==> src/rtl/tick_meter_pkg.sv <==
// tick_meter_pkg: shared state encoding and default sizing for the tick period meter
package tick_meter_pkg;
  typedef enum logic {ST_IDLE = 1'b0, ST_MEASURE = 1'b1} state_e;
  localparam int DEF_WIDTH = 32;
  localparam logic [31:0] DEF_MAX_COUNT = 32'd12_000_000;
  localparam int DEF_SYNC_STAGES = 2;
endpackage

==> src/rtl/sync_edge_det.sv <==
// sync_edge_det: synchronizes an async line into clk and emits a one-cycle rise pulse
//   clk_i, rst_i (async, active-high) | async_i raw line
//   level_o synchronized level | rise_o combinational rise pulse
module sync_edge_det
  import tick_meter_pkg::*;
#(
  parameter int SYNC_STAGES = DEF_SYNC_STAGES
) (
  input  logic clk_i,
  input  logic rst_i,
  input  logic async_i,
  output logic level_o,
  output logic rise_o
);
  if (SYNC_STAGES < 2) begin : g_bad_stages
    $error("sync_edge_det: SYNC_STAGES must be >= 2");
  end
  logic [SYNC_STAGES-1:0] sync_q;
  logic [SYNC_STAGES:0] fill_q;
  logic edge_q;
  always_ff @(posedge clk_i or posedge rst_i) begin
    if (rst_i) begin
      sync_q <= '0;
      fill_q <= '0;
      edge_q <= 1'b0;
    end else begin
      sync_q <= {sync_q[SYNC_STAGES-2:0], async_i};
      fill_q <= {fill_q[SYNC_STAGES-1:0], 1'b1};
      edge_q <= level_o;
    end
  end
  assign level_o = sync_q[SYNC_STAGES-1];
  // fill_q masks rises until both level_o and edge_q hold real samples, so a line
  // already high at reset release is not mistaken for a fresh edge
  assign rise_o = level_o & ~edge_q & fill_q[SYNC_STAGES];
endmodule

==> src/rtl/tick_period_meter.sv <==
// tick_period_meter: measures clk-cycle interval between rising edges of a strobe
//   clk_i, rst_i (async, active-high) | strobe_i async strobe | clr_i sync clear
//   period_o last interval | valid_o one-cycle update pulse
//   timeout_o sticky overrun flag | busy_o measuring
module tick_period_meter
  import tick_meter_pkg::*;
#(
  parameter int          WIDTH       = DEF_WIDTH,
  parameter logic [31:0] MAX_COUNT   = DEF_MAX_COUNT,
  parameter int          SYNC_STAGES = DEF_SYNC_STAGES
) (
  input  logic             clk_i,
  input  logic             rst_i,
  input  logic             strobe_i,
  input  logic             clr_i,
  output logic [WIDTH-1:0] period_o,
  output logic             valid_o,
  output logic             timeout_o,
  output logic             busy_o
);
  if (MAX_COUNT < 32'd2 || (WIDTH < 32 && (MAX_COUNT >> WIDTH) != 32'd0)) begin : g_bad_max
    $error("tick_period_meter: MAX_COUNT must be >= 2 and fit in WIDTH bits");
  end
  localparam logic [WIDTH-1:0] MAX_W = WIDTH'(MAX_COUNT);
  logic rise;
  state_e state_q, state_d;
  logic [WIDTH-1:0] cnt_q, cnt_d, period_q, period_d;
  logic valid_q, valid_d, timeout_q, timeout_d;
  sync_edge_det #(.SYNC_STAGES(SYNC_STAGES)) u_sync (
    .clk_i  (clk_i),
    .rst_i  (rst_i),
    .async_i(strobe_i),
    .level_o(),
    .rise_o (rise)
  );
  always_ff @(posedge clk_i or posedge rst_i) begin
    if (rst_i) begin
      state_q   <= ST_IDLE;
      cnt_q     <= '0;
      period_q  <= '0;
      valid_q   <= 1'b0;
      timeout_q <= 1'b0;
    end else begin
      state_q   <= state_d;
      cnt_q     <= cnt_d;
      period_q  <= period_d;
      valid_q   <= valid_d;
      timeout_q <= timeout_d;
    end
  end
  // clr outranks rise, and rise outranks the overrun check so an edge landing
  // exactly at MAX_COUNT is still a valid measurement
  always_comb begin
    state_d   = state_q;
    cnt_d     = cnt_q;
    period_d  = period_q;
    valid_d   = 1'b0;
    timeout_d = timeout_q;
    if (clr_i) begin
      state_d   = ST_IDLE;
      cnt_d     = '0;
      timeout_d = 1'b0;
    end else if (state_q == ST_IDLE) begin
      if (rise) begin
        state_d = ST_MEASURE;
        cnt_d   = WIDTH'(1);
      end
    end else if (rise) begin
      period_d = cnt_q;
      valid_d  = 1'b1;
      cnt_d    = WIDTH'(1);
    end else if (cnt_q == MAX_W) begin
      timeout_d = 1'b1;
      state_d   = ST_IDLE;
      cnt_d     = '0;
    end else begin
      cnt_d = cnt_q + WIDTH'(1);
    end
  end
  assign period_o  = period_q;
  assign valid_o   = valid_q;
  assign timeout_o = timeout_q;
  assign busy_o    = (state_q == ST_MEASURE);
endmodule
==> config.mk <==
export PLATFORM = sky130hd
export DESIGN_NAME = tick_period_meter
export DESIGN_NICKNAME = d
export VERILOG_FILES = /design/src/rtl/tick_meter_pkg.sv /design/src/rtl/sync_edge_det.sv /design/src/rtl/tick_period_meter.sv
export SDC_FILE = /design/constraint.sdc
export NUM_CORES = 1
export LEC_CHECK = 0
export CAP_MARGIN = 20
export CORE_MARGIN = 8
export CORE_UTILIZATION = 58
export CTS_BUF_LIST = sky130_fd_sc_hd__clkbuf_8
export DETAILED_ROUTE_END_ITERATION = 10
export PLACE_DENSITY = 0.82
export SLEW_MARGIN = 20
export SYNTH_ARGS = -nofsm -noshare
export SYNTH_HDL_FRONTEND = slang
export SYNTH_SLANG_ARGS = --single-unit
==> constraint.sdc <==
create_clock -name clk_i -period 2.8 [get_ports clk_i]
set_clock_uncertainty 0.15 [all_clocks]
set_input_delay 0.42 -clock clk_i [delete_from_list [all_inputs] [get_ports clk_i]]
set_output_delay 0.42 -clock clk_i [all_outputs]
set_load 0.005 [all_outputs]
==> flow_metrics.env <==
export IMPL_synthTopCellsByArea="dfrtp_1 (53%), mux2_2 (10%), a31oi_1 (4.5%)"
export IMPL_hpwl_microns=5380
export IMPL_path_buf_inv=2
export IMPL_io_pin_count=39
export IMPL_ys_flop_type="dfrtp_1"
export IMPL_clkLatencyLatePin_ns=0.35
export IMPL_syn_nets=319
export IMPL_clk_path_buf_depth=2
export IMPL_cts_buffers=9
export IMPL_startpoint_type="flop"
export IMPL_netlist_area_sq_um=3470
export IMPL_area_delta_synth_final_pct=18.9
export IMPL_grt_overflow=0
export IMPL_setup_viol=0
export IMPL_worstPathCellList="inv_1 > ha_1 > nor4b_2 > nand4_1 > o31a_1 > buf_4 > a31o_1 > a21o_1"
export IMPL_vias=2775
export IMPL_multi_input_area_sq_um=1520
export IMPL_ir_drop_mv=0.352
export IMPL_std_cell_rows=28
export IMPL_critical_path_slowest_cell="dfrtp_1"
export IMPL_synthArstFlopShare_pct=100
export IMPL_vias_per_cell=6.41
export IMPL_seq_area_sq_um=1830
export IMPL_grt_pass1_wl_microns=13900
export IMPL_initial_core_util_pct=59.3
export IMPL_die_w_microns=93.3
export IMPL_drtIter0Drc=274
export IMPL_drt_total_wl_microns=8010
export IMPL_hp_class="reg2reg"
export IMPL_finalPower_mw=1.95
export IMPL_place_congestion=0.912
export IMPL_grt_pass1_vias=2707
export IMPL_die_area_sq_um=8710
export IMPL_avgSynthCellArea_sq_um=11.1
export IMPL_n_antenna_cell=0
export IMPL_crit_family="compound AO/OA/AOI/OAI gates"
export IMPL_synthDominantCellAreaShare_pct=52.7
export IMPL_critPathCaptureType="flop"
export IMPL_firstDrtPassIters=5
export IMPL_post_drt_wl_per_cell_microns=18.5
export IMPL_yosys_register_bits=73
export IMPL_p_per_area_nw_per_um2=473
export IMPL_htree_num_levels=3
export IMPL_final_cell_mix="dfrtp_1 (73), clkdlybuf4s50_1 (38), mux2_2 (32)"
export IMPL_outcome="complete, no violations"
export IMPL_setup_tns_ns=0
export IMPL_slowest_delay_ns=0.45
export IMPL_period_minus_slack_ns=2.37
export IMPL_ys_warn_count=0
export IMPL_antenna_found_initial=0
export IMPL_synth_edff_count=0
export IMPL_rsz0062_at_grt="false"
export IMPL_grt_util_all_layers_pct=19.9
export IMPL_drive_gt1_share_pct=19.0
export IMPL_grt_max_degree=74
export IMPL_core_region_area_sq_um=5850
export IMPL_hold_viol_final=0
export IMPL_slew_headroom_pct=46.0
export IMPL_slew_viol_final=0
export IMPL_cts_sinks=73
export IMPL_cts_tree="yes"
export IMPL_ctsResizeCount=0
export IMPL_cts_root_buf="clkbuf_8"
export IMPL_cts_setup_buffers=0
export IMPL_synth_seq_area_share_pct=52.7
export IMPL_arrival_ns=2.46
export IMPL_cp_max_fo=17
export IMPL_portBuffers=38
export IMPL_layout_cells_most_common="dfrtp_1"
export IMPL_p_leak_nw=1.78
export IMPL_ant_nets=0
export IMPL_drv_cap=0
export IMPL_timing_fmax_mhz=422
export IMPL_clk_pin_slew_ns=0.08
export IMPL_finalCritPeriodShare_pct=84.6
export IMPL_fill_cells=422
export IMPL_cts_hold_buf=0
export IMPL_required_ns=2.89
export IMPL_layout_nets=360
export IMPL_fp_dieH_microns=93.3
export IMPL_yosysTopAreaCell="dfrtp_1"
export IMPL_synth_cell_type_count=46
export IMPL_critPathKind="reg2reg"
export IMPL_drc=0
export IMPL_tightest_slew_ns=0.810
export IMPL_syn_inst=313
## registers in the layout (all words and copies together), names as in the netlist
name and flops:
cnt_q 32, busy_o 1, u_sync.edge_q 1, period_o 32, valid_o 1, u_sync.fill_q 3, timeout_o 1, u_sync.sync_q 2
## where the power goes
group / switching, mW / internal, mW
clock: 0.391 / 0.401
sequential: 0.00667 / 1.06
combinational: 0.0592 / 0.0296
total: 0.457 / 1.49
## through the flow
step	area, sq um	util, %	worst slack (ns)	hold WS [ns]	std cells
final	4130	70.5	0.431	0.203	433
after global placement	3940	67.4	0.488	0.181	418
after CTS	4130	70.5	0.446	0.205	433
after global routing	4130	70.5	0.267	0.218	433
after floorplan	3470	-	0.377	0.181	313
after detailed placement	3940	67.4	0.454	0.188	418
## metal layers
metal | global-route usage [%] | vias up | routed length, microns
li1 | - | 1258 | -
met1 | 27.2 | 1388 | 3540
met2 | 28.9 | 113 | 3710
met3 | 4.89 | 16 | 589
met4 | 9.80 | 0 | 165
met5 | 0 | - | 0
## synthesized netlist by cell type (2+ instances only)
master and number:
mux2i_1 3, a31oi_1 25, nand3_1 19, o22ai_1 2, nand2_1 23, a22o_1 3
and2_1 4, clkbuf_1 8, buf_4 3, nor4b_2 2, xor2_1 8, nor3_1 3
and4_1 6, a41oi_1 3, nand4_1 18, nor2_1 14, or3_1 7, dfrtp_1 73
ha_1 2, buf_2 7, and3_1 6, o21ai_0 10, inv_1 6, mux2_2 32
nor4_1 4, o211ai_1 2
## worst reg2reg max path: cells and delay by family (launching register included)
family / cells / cell delay (ns)
flops: 1 / 0.45
simple gates: 2 / 0.32
fa+ha+maj: 1 / 0.15
compound gates: 3 / 0.83
buf+inv: 2 / 0.37
## layout make-up
class,instances,share of cell area [%]
multi-input combinational,215,36.9
tap,75,2.27
sequential,73,44.3
clock inverter,6,1.46
timing repair buffer,49,11.5
clock buffer,9,3.00
inverter,6,0.546
## worst paths after layout
check,depth (start not counted),end,slack (ns),startpoint
max in group asynchronous,3,cnt_q[19],1.90,rst_i
max reg2reg,8,cnt_q[26],0.43,cnt_q[0]
min,0,u_sync.fill_q[1],0.20,u_sync.fill_q[0]
min reg2reg,0,u_sync.fill_q[1],0.20,u_sync.fill_q[0]
min in group asynchronous,3,period_o[5],0.31,rst_i
max,8,cnt_q[26],0.43,cnt_q[0]
## kinds of logic after synthesis
logic type	share of synthesized area (%)
AOI/OAI and AO/OA	10.2
xor gates and xnor gates	2.27
adders and majority gates	0.721
buffers and inverters	3.50
DFF	52.7
muxes	11.3
other	0.108
and+or+nand+nor	19.2
Power figures use the tool's default switching activity.
